==> src/rtl/mult_arbiter.sv <==
// mult_arbiter: two requesters share a single 8x8 combinational multiplier.
// A request is accepted in IDLE. The product is then computed over CALC_WAIT
// cycles in CALC and held in HOLD until the consumer takes it.
// Optional feature: define MULT_ARB_RR_EN to select round-robin arbitration.
// Without it, requester 0 has fixed priority.

module mult (
    input  logic [7:0]  a,
    input  logic [7:0]  b,
    output logic [15:0] p
);

    // Widen both operands first so the full 16-bit product is kept
    assign p = {8'd0, a} * {8'd0, b};

endmodule

module mult_arbiter #(
    parameter int CALC_WAIT = 1
) (
    input  logic        clk,
    input  logic        rst,
    input  logic        req0_valid,
    input  logic [7:0]  req0_a,
    input  logic [7:0]  req0_b,
    output logic        req0_ready,
    input  logic        req1_valid,
    input  logic [7:0]  req1_a,
    input  logic [7:0]  req1_b,
    output logic        req1_ready,
    output logic        res_valid,
    input  logic        res_ready,
    output logic [15:0] res_x,
    output logic        res_id
);

    typedef enum logic [1:0] {
        IDLE = 2'd0,
        CALC = 2'd1,
        HOLD = 2'd2
    } state_t;

    localparam logic [2:0] WAIT_LOAD = 3'(CALC_WAIT);

    state_t      state;
    state_t      next_state;
    logic [2:0]  cnt;
    logic [7:0]  op_a;
    logic [7:0]  op_b;
    logic        op_id;
    logic [15:0] product;
    logic        grant0;
    logic        grant1;
    logic        accept;
    logic        capture;

    // The single shared multiplier, fed only from the latched operands
    mult u_mult (
        .a (op_a),
        .b (op_b),
        .p (product)
    );

`ifdef MULT_ARB_RR_EN
    logic ptr;

    // Round-robin pointer: after each grant, prefer the requester that was not served
    always_ff @(posedge clk or posedge rst) begin
        if (rst) begin
            ptr <= 1'b0;
        end else if (accept) begin
            ptr <= ~grant1;
        end
    end

    // Arbitration: the pointer settles ties, and a lone requester always wins
    always_comb begin
        grant0 = 1'b0;
        grant1 = 1'b0;
        if (req0_valid && req1_valid) begin
            grant0 = ~ptr;
            grant1 = ptr;
        end else begin
            grant0 = req0_valid;
            grant1 = req1_valid;
        end
    end
`else
    // Arbitration: requester 0 wins every tie
    always_comb begin
        grant0 = 1'b0;
        grant1 = 1'b0;
        grant0 = req0_valid;
        grant1 = req1_valid && !req0_valid;
    end
`endif

    // State register; reset drops any in-flight product by returning to IDLE
    always_ff @(posedge clk or posedge rst) begin
        if (rst) begin
            state <= IDLE;
        end else begin
            state <= next_state;
        end
    end

    // Next-state logic and handshake outputs; ready is gated off during reset
    always_comb begin
        next_state = state;
        req0_ready = 1'b0;
        req1_ready = 1'b0;
        res_valid  = 1'b0;
        accept     = 1'b0;
        capture    = 1'b0;
        case (state)
            IDLE: begin
                if (!rst) begin
                    req0_ready = grant0;
                    req1_ready = grant1;
                end
                accept = (req0_valid && req0_ready) || (req1_valid && req1_ready);
                if (accept) begin
                    next_state = CALC;
                end
            end
            CALC: begin
                if (cnt <= 3'd1) begin
                    capture    = 1'b1;
                    next_state = HOLD;
                end
            end
            HOLD: begin
                res_valid = 1'b1;
                if (res_ready) begin
                    next_state = IDLE;
                end
            end
            default: begin
                next_state = IDLE;
            end
        endcase
    end

    // Datapath: latch operands on acceptance, count down in CALC, register the product on the last CALC cycle
    always_ff @(posedge clk or posedge rst) begin
        if (rst) begin
            cnt    <= 3'd0;
            op_a   <= 8'd0;
            op_b   <= 8'd0;
            op_id  <= 1'b0;
            res_x  <= 16'h0000;
            res_id <= 1'b0;
        end else if (accept) begin
            cnt   <= WAIT_LOAD;
            op_a  <= grant1 ? req1_a : req0_a;
            op_b  <= grant1 ? req1_b : req0_b;
            op_id <= grant1;
        end else if (state == CALC) begin
            if (capture) begin
                cnt    <= 3'd0;
                res_x  <= product;
                res_id <= op_id;
            end else begin
                cnt <= cnt - 3'd1;
            end
        end
    end

endmodule

==> config.mk <==
export PLATFORM = sky130hd
export DESIGN_NAME = mult_arbiter
export DESIGN_NICKNAME = d
export VERILOG_FILES = /design/src/rtl/mult_arbiter.sv
export SDC_FILE = /design/constraint.sdc
export NUM_CORES = 1
export LEC_CHECK = 0
export ABC_AREA = 1
export BUFFER_PORTS_ARGS = -buffer_cell sky130_fd_sc_hd__buf_2
export CORE_ASPECT_RATIO = 1.75
export CORE_MARGIN = 4
export CORE_UTILIZATION = 40
export DETAILED_ROUTE_END_ITERATION = 16
export HOLD_SLACK_MARGIN = 0.08
export PLACE_DENSITY_LB_ADDON = 0.12
export SYNTH_ARGS = -nofsm -noshare
export SYNTH_HDL_FRONTEND = slang
export SYNTH_HIERARCHICAL = 1
export SYNTH_SLANG_ARGS = --single-unit
==> constraint.sdc <==
create_clock -name clk -period 12 [get_ports clk]
set_input_delay 2.4 -clock clk [delete_from_list [all_inputs] [get_ports clk]]
set_output_delay 2.4 -clock clk [all_outputs]
set_load 0.05 [all_outputs]
==> results_dict.tcl <==
set metrics [dict create \
    ys_types 28 \
    die_footprint_um2 12320 \
    synth_compound_gate_area_share_pct 4.034 \
    cpPeakStageDelay_ps 440 \
    antenna_cells 0 \
    synth_top_family_by_area "adder cells" \
    cp-startpoint "rst" \
    yosys_warnings 6 \
    critPathArrivalTime_ps 3510 \
    postRouteWirelength_um 9503 \
    grt_setup_unrepaired "no" \
    period_share_pct 49.26 \
    register_area_um2 975.9 \
    critical_path.endpoint_type "output pin" \
    grt_start_max_net_pins 43 \
    htreeDepth 2 \
    gp_congestion 0.8510 \
    fin_ws_ps 6089 \
    timing_worst_slew_pin_value_ps 846.8 \
    post-cts-setup-buffer-count 0 \
    worstSetupPathDepth 6 \
    critical_path.slowest_cell "sky130_fd_sc_hd__buf_4" \
    worst-r2r-cell-count 19 \
    slew_headroom_pct 43.41 \
    routed_wire_length_per_instance_um 12.44 \
    syn2layout_area_growth_pct 11.33 \
    synth.cell_area_um2 4218 \
    cts_buffers 5 \
    synthFlopType "sky130_fd_sc_hd__dfrtp_1" \
    cts_root_buffer "sky130_fd_sc_hd__clkbuf_16" \
    final_design_area_no_fill_um2 4696 \
    setup.worst_path.start_class "primary input" \
    rows 49 \
    cp_cell_sequence "buf_2 -> inv_1 -> buf_4 -> nand4_1 -> inv_1 -> buf_2" \
    async_set_or_reset_register_ratio_after_synthesis_pct 100.0 \
    core_region_area_um2 10300 \
    drc 0 \
    fp.dieW_um 85.63 \
    setup_tns_ps 0 \
    status "finished, final reports clean" \
    synth-edff-count 0 \
    ioPinCount 57 \
    fin_worst_skew_ps 4.309 \
    n_fill_cell 1144 \
    maximum_fanout_along_the_worst_path 42 \
    finish.net_count 747 \
    via_count 3546 \
    synth.ff_latch_count 39 \
    clock_latency_ps 290 \
    wire_length_of_the_first_global_routing_pass_um 16100 \
    endpoint "req1_ready" \
    final.min_clock_period_ps 5911 \
    globalRoute.totalOverflow 0 \
    post_synth_and_or_nand_nor_area_fraction_pct 26.43 \
    synth.mux.area_fraction_pct 0 \
    postPlaceCellArea_um2 4554 \
    worstPathBufferInverterCount 5 \
    detailedPlace.worstSlack_ps 6040 \
    synth.net_count 706 \
    reg2reg_slack_ps 7780 \
    layout-drive-gt1-share_pct 12.72 \
    vias_per_cell 4.641 \
    antenna_violations_before_repair 0 \
    port-buffer-count 56 \
    post_cts_resized 0 \
    cts_max_path_buffers 2 \
    syn-instance-count 595 \
    first_global_vias 3627 \
    synth_fa_ha_area_share_pct 28.36 \
    synth_sequential_area_ratio_pct 23.14 \
    hold-worst-slack_ps 473.1 \
    timing.setup.critical_path_class "primary input to output pin" \
    clkSlewWorstSetupHoldPaths_ps 60 \
    cpLargestDelayFamily "buffers and inverters" \
    cts-hold-fix-buffers 0 \
    detail_route.iter0.violations 70 \
    cts_tree "yes" \
    maxCapViolCount 0 \
    per_instance_average_area_after_synthesis_um2 7.089 \
    dpl.hpwl_um 8078 \
    r2r-end "res_x[11]" \
    min_path_type "register to register" \
    detail-route-antenna-nets 0 \
    multi_input_logic_area_um2 2551 \
    r2r_start "op_a[0]" \
    start_util_pct 40.95 \
    timing_hold_violations_final 0 \
    max_freq_mhz 169.2 \
    detail_route.first_pass.iterations 4 \
    setup_viol_count_final 0 \
    chipHeight_um 143.8 \
    synthXorXnorAreaFrac_pct 1.661 \
    grt.total_usage_pct 16.49 \
    drv_slew 0 \
    worst_ep_required_time_ps 9600 \
    number_of_clock_sinks 39 \
    min_path_cells 2 \
]
==> stage by stage <==
step / cells / utilization, %
after detailed placement: 756 / 44.22
after global placement: 756 / 44.22
final: 764 / 45.59
after global routing: 764 / 45.59
after floorplan: 595 / -
after CTS: 764 / 45.59
==> how the worst min path moves through the flow <==
| stage | start | end | slack, ps |
|---|---|---|---|
| final | res_x[12] | res_x[12] | 470 |
| after global routing | res_x[11] | res_x[11] | 490 |
| after CTS | res_x[0] | res_x[0] | 480 |
| after detailed placement | res_x[0] | res_x[0] | 460 |
| after global placement | res_x[10] | res_x[10] | 460 |
| after floorplan | cnt[1] | cnt[1] | 440 |
==> routing by layer <==
layer / share of wire (%) / wire length [um] / GRT usage, % / up-vias
met4: 2.8 / 262 / 6.672 / 0
met3: 3.3 / 313 / 2.065 / 15
met2: 58 / 5479 / 33.85 / 75
met5: 0 / 0 / 0 / -
met1: 36 / 3448 / 15.97 / 1645
li1: - / - / - / 1811
==> synth_stat cells, types with 2 or more instances <==
master	count	area share, %
sky130_fd_sc_hd__nand2_1	236	21
sky130_fd_sc_hd__inv_1	148	13
sky130_fd_sc_hd__dfrtp_1	39	23
sky130_fd_sc_hd__ha_1	38	11
sky130_fd_sc_hd__fa_1	36	17
sky130_fd_sc_hd__clkbuf_1	17	1.5
sky130_fd_sc_hd__o211ai_1	16	2.8
sky130_fd_sc_hd__nand3_1	9	1.1
sky130_fd_sc_hd__nand4_1	7	1.0
sky130_fd_sc_hd__nor2_1	7	0.62
sky130_fd_sc_hd__xor2_1	7	1.5
sky130_fd_sc_hd__a21oi_1	5	0.59
sky130_fd_sc_hd__inv_2	5	0.45
sky130_fd_sc_hd__buf_2	4	0.47
sky130_fd_sc_hd__nand3_2	3	0.71
sky130_fd_sc_hd__nor2_2	3	0.45
sky130_fd_sc_hd__nand2_2	2	0.30
sky130_fd_sc_hd__nor2_4	2	0.53
sky130_fd_sc_hd__o21ai_0	2	0.24
==> logic make-up (layout without fill, tap and decap cells) <==
family                     Yosys count  count (layout)
adders and majority gates           74              74
AOI/OAI and AO/OA                   25              25
buffers and inverters              177             219
DFF                                 39              39
xor gates and xnor gates             8               8
and+or+nand+nor                    272             272
==> cell usage in the layout, fill, tap and decap left out <==
master                         n
sky130_fd_sc_hd__xnor2_1       1
sky130_fd_sc_hd__buf_4         1
sky130_fd_sc_hd__o21a_1        1
sky130_fd_sc_hd__nor2_1        7
sky130_fd_sc_hd__nor2_4        2
sky130_fd_sc_hd__clkinv_2      1
sky130_fd_sc_hd__dfrtp_1      39
sky130_fd_sc_hd__fa_1         36
sky130_fd_sc_hd__inv_2         5
sky130_fd_sc_hd__nor2_2        3
sky130_fd_sc_hd__clkbuf_16     5
sky130_fd_sc_hd__o31ai_1       1
sky130_fd_sc_hd__nand2_2       2
sky130_fd_sc_hd__clkinvlp_4    1
sky130_fd_sc_hd__nand4_1       7
sky130_fd_sc_hd__a21oi_1       5
sky130_fd_sc_hd__nor3_1        1
sky130_fd_sc_hd__buf_2        56
sky130_fd_sc_hd__inv_4         1
sky130_fd_sc_hd__inv_1       148
sky130_fd_sc_hd__nand3_2       3
sky130_fd_sc_hd__xor2_1        7
sky130_fd_sc_hd__o21ai_0       2
sky130_fd_sc_hd__o211ai_1     16
sky130_fd_sc_hd__ha_1         38
sky130_fd_sc_hd__nand3_4       1
sky130_fd_sc_hd__nand2_1     236
sky130_fd_sc_hd__nand3b_1      1
sky130_fd_sc_hd__clkbuf_1      1
sky130_fd_sc_hd__nand3_1       9
==> sequential cells by signal (all words and copies together) (netlist names) <==
register  flops
cnt           3
op_a          8
op_b          8
op_id         1
res_id        1
res_x        16
state         2
==> tightest hold or removal path, stage by stage (launching register included) <==
cell and delay, ps:
sky130_fd_sc_hd__dfrtp_1 340, sky130_fd_sc_hd__nand2_1 50, sky130_fd_sc_hd__nand2_1 50
==> cell type report <==
type	count	share of cell area, %
Multi-Input combinational cell	379	54.33
Clock inverter	2	0.2665
Inverter	154	12.36
Sequential cell	39	20.78
Timing Repair Buffer	57	6.128
Clock buffer	6	2.744
Tap cell	127	3.384
Power is left out: the tool's default activity adds up to more than one toggle a clock period on the data nets, which glitch-free logic cannot reach.
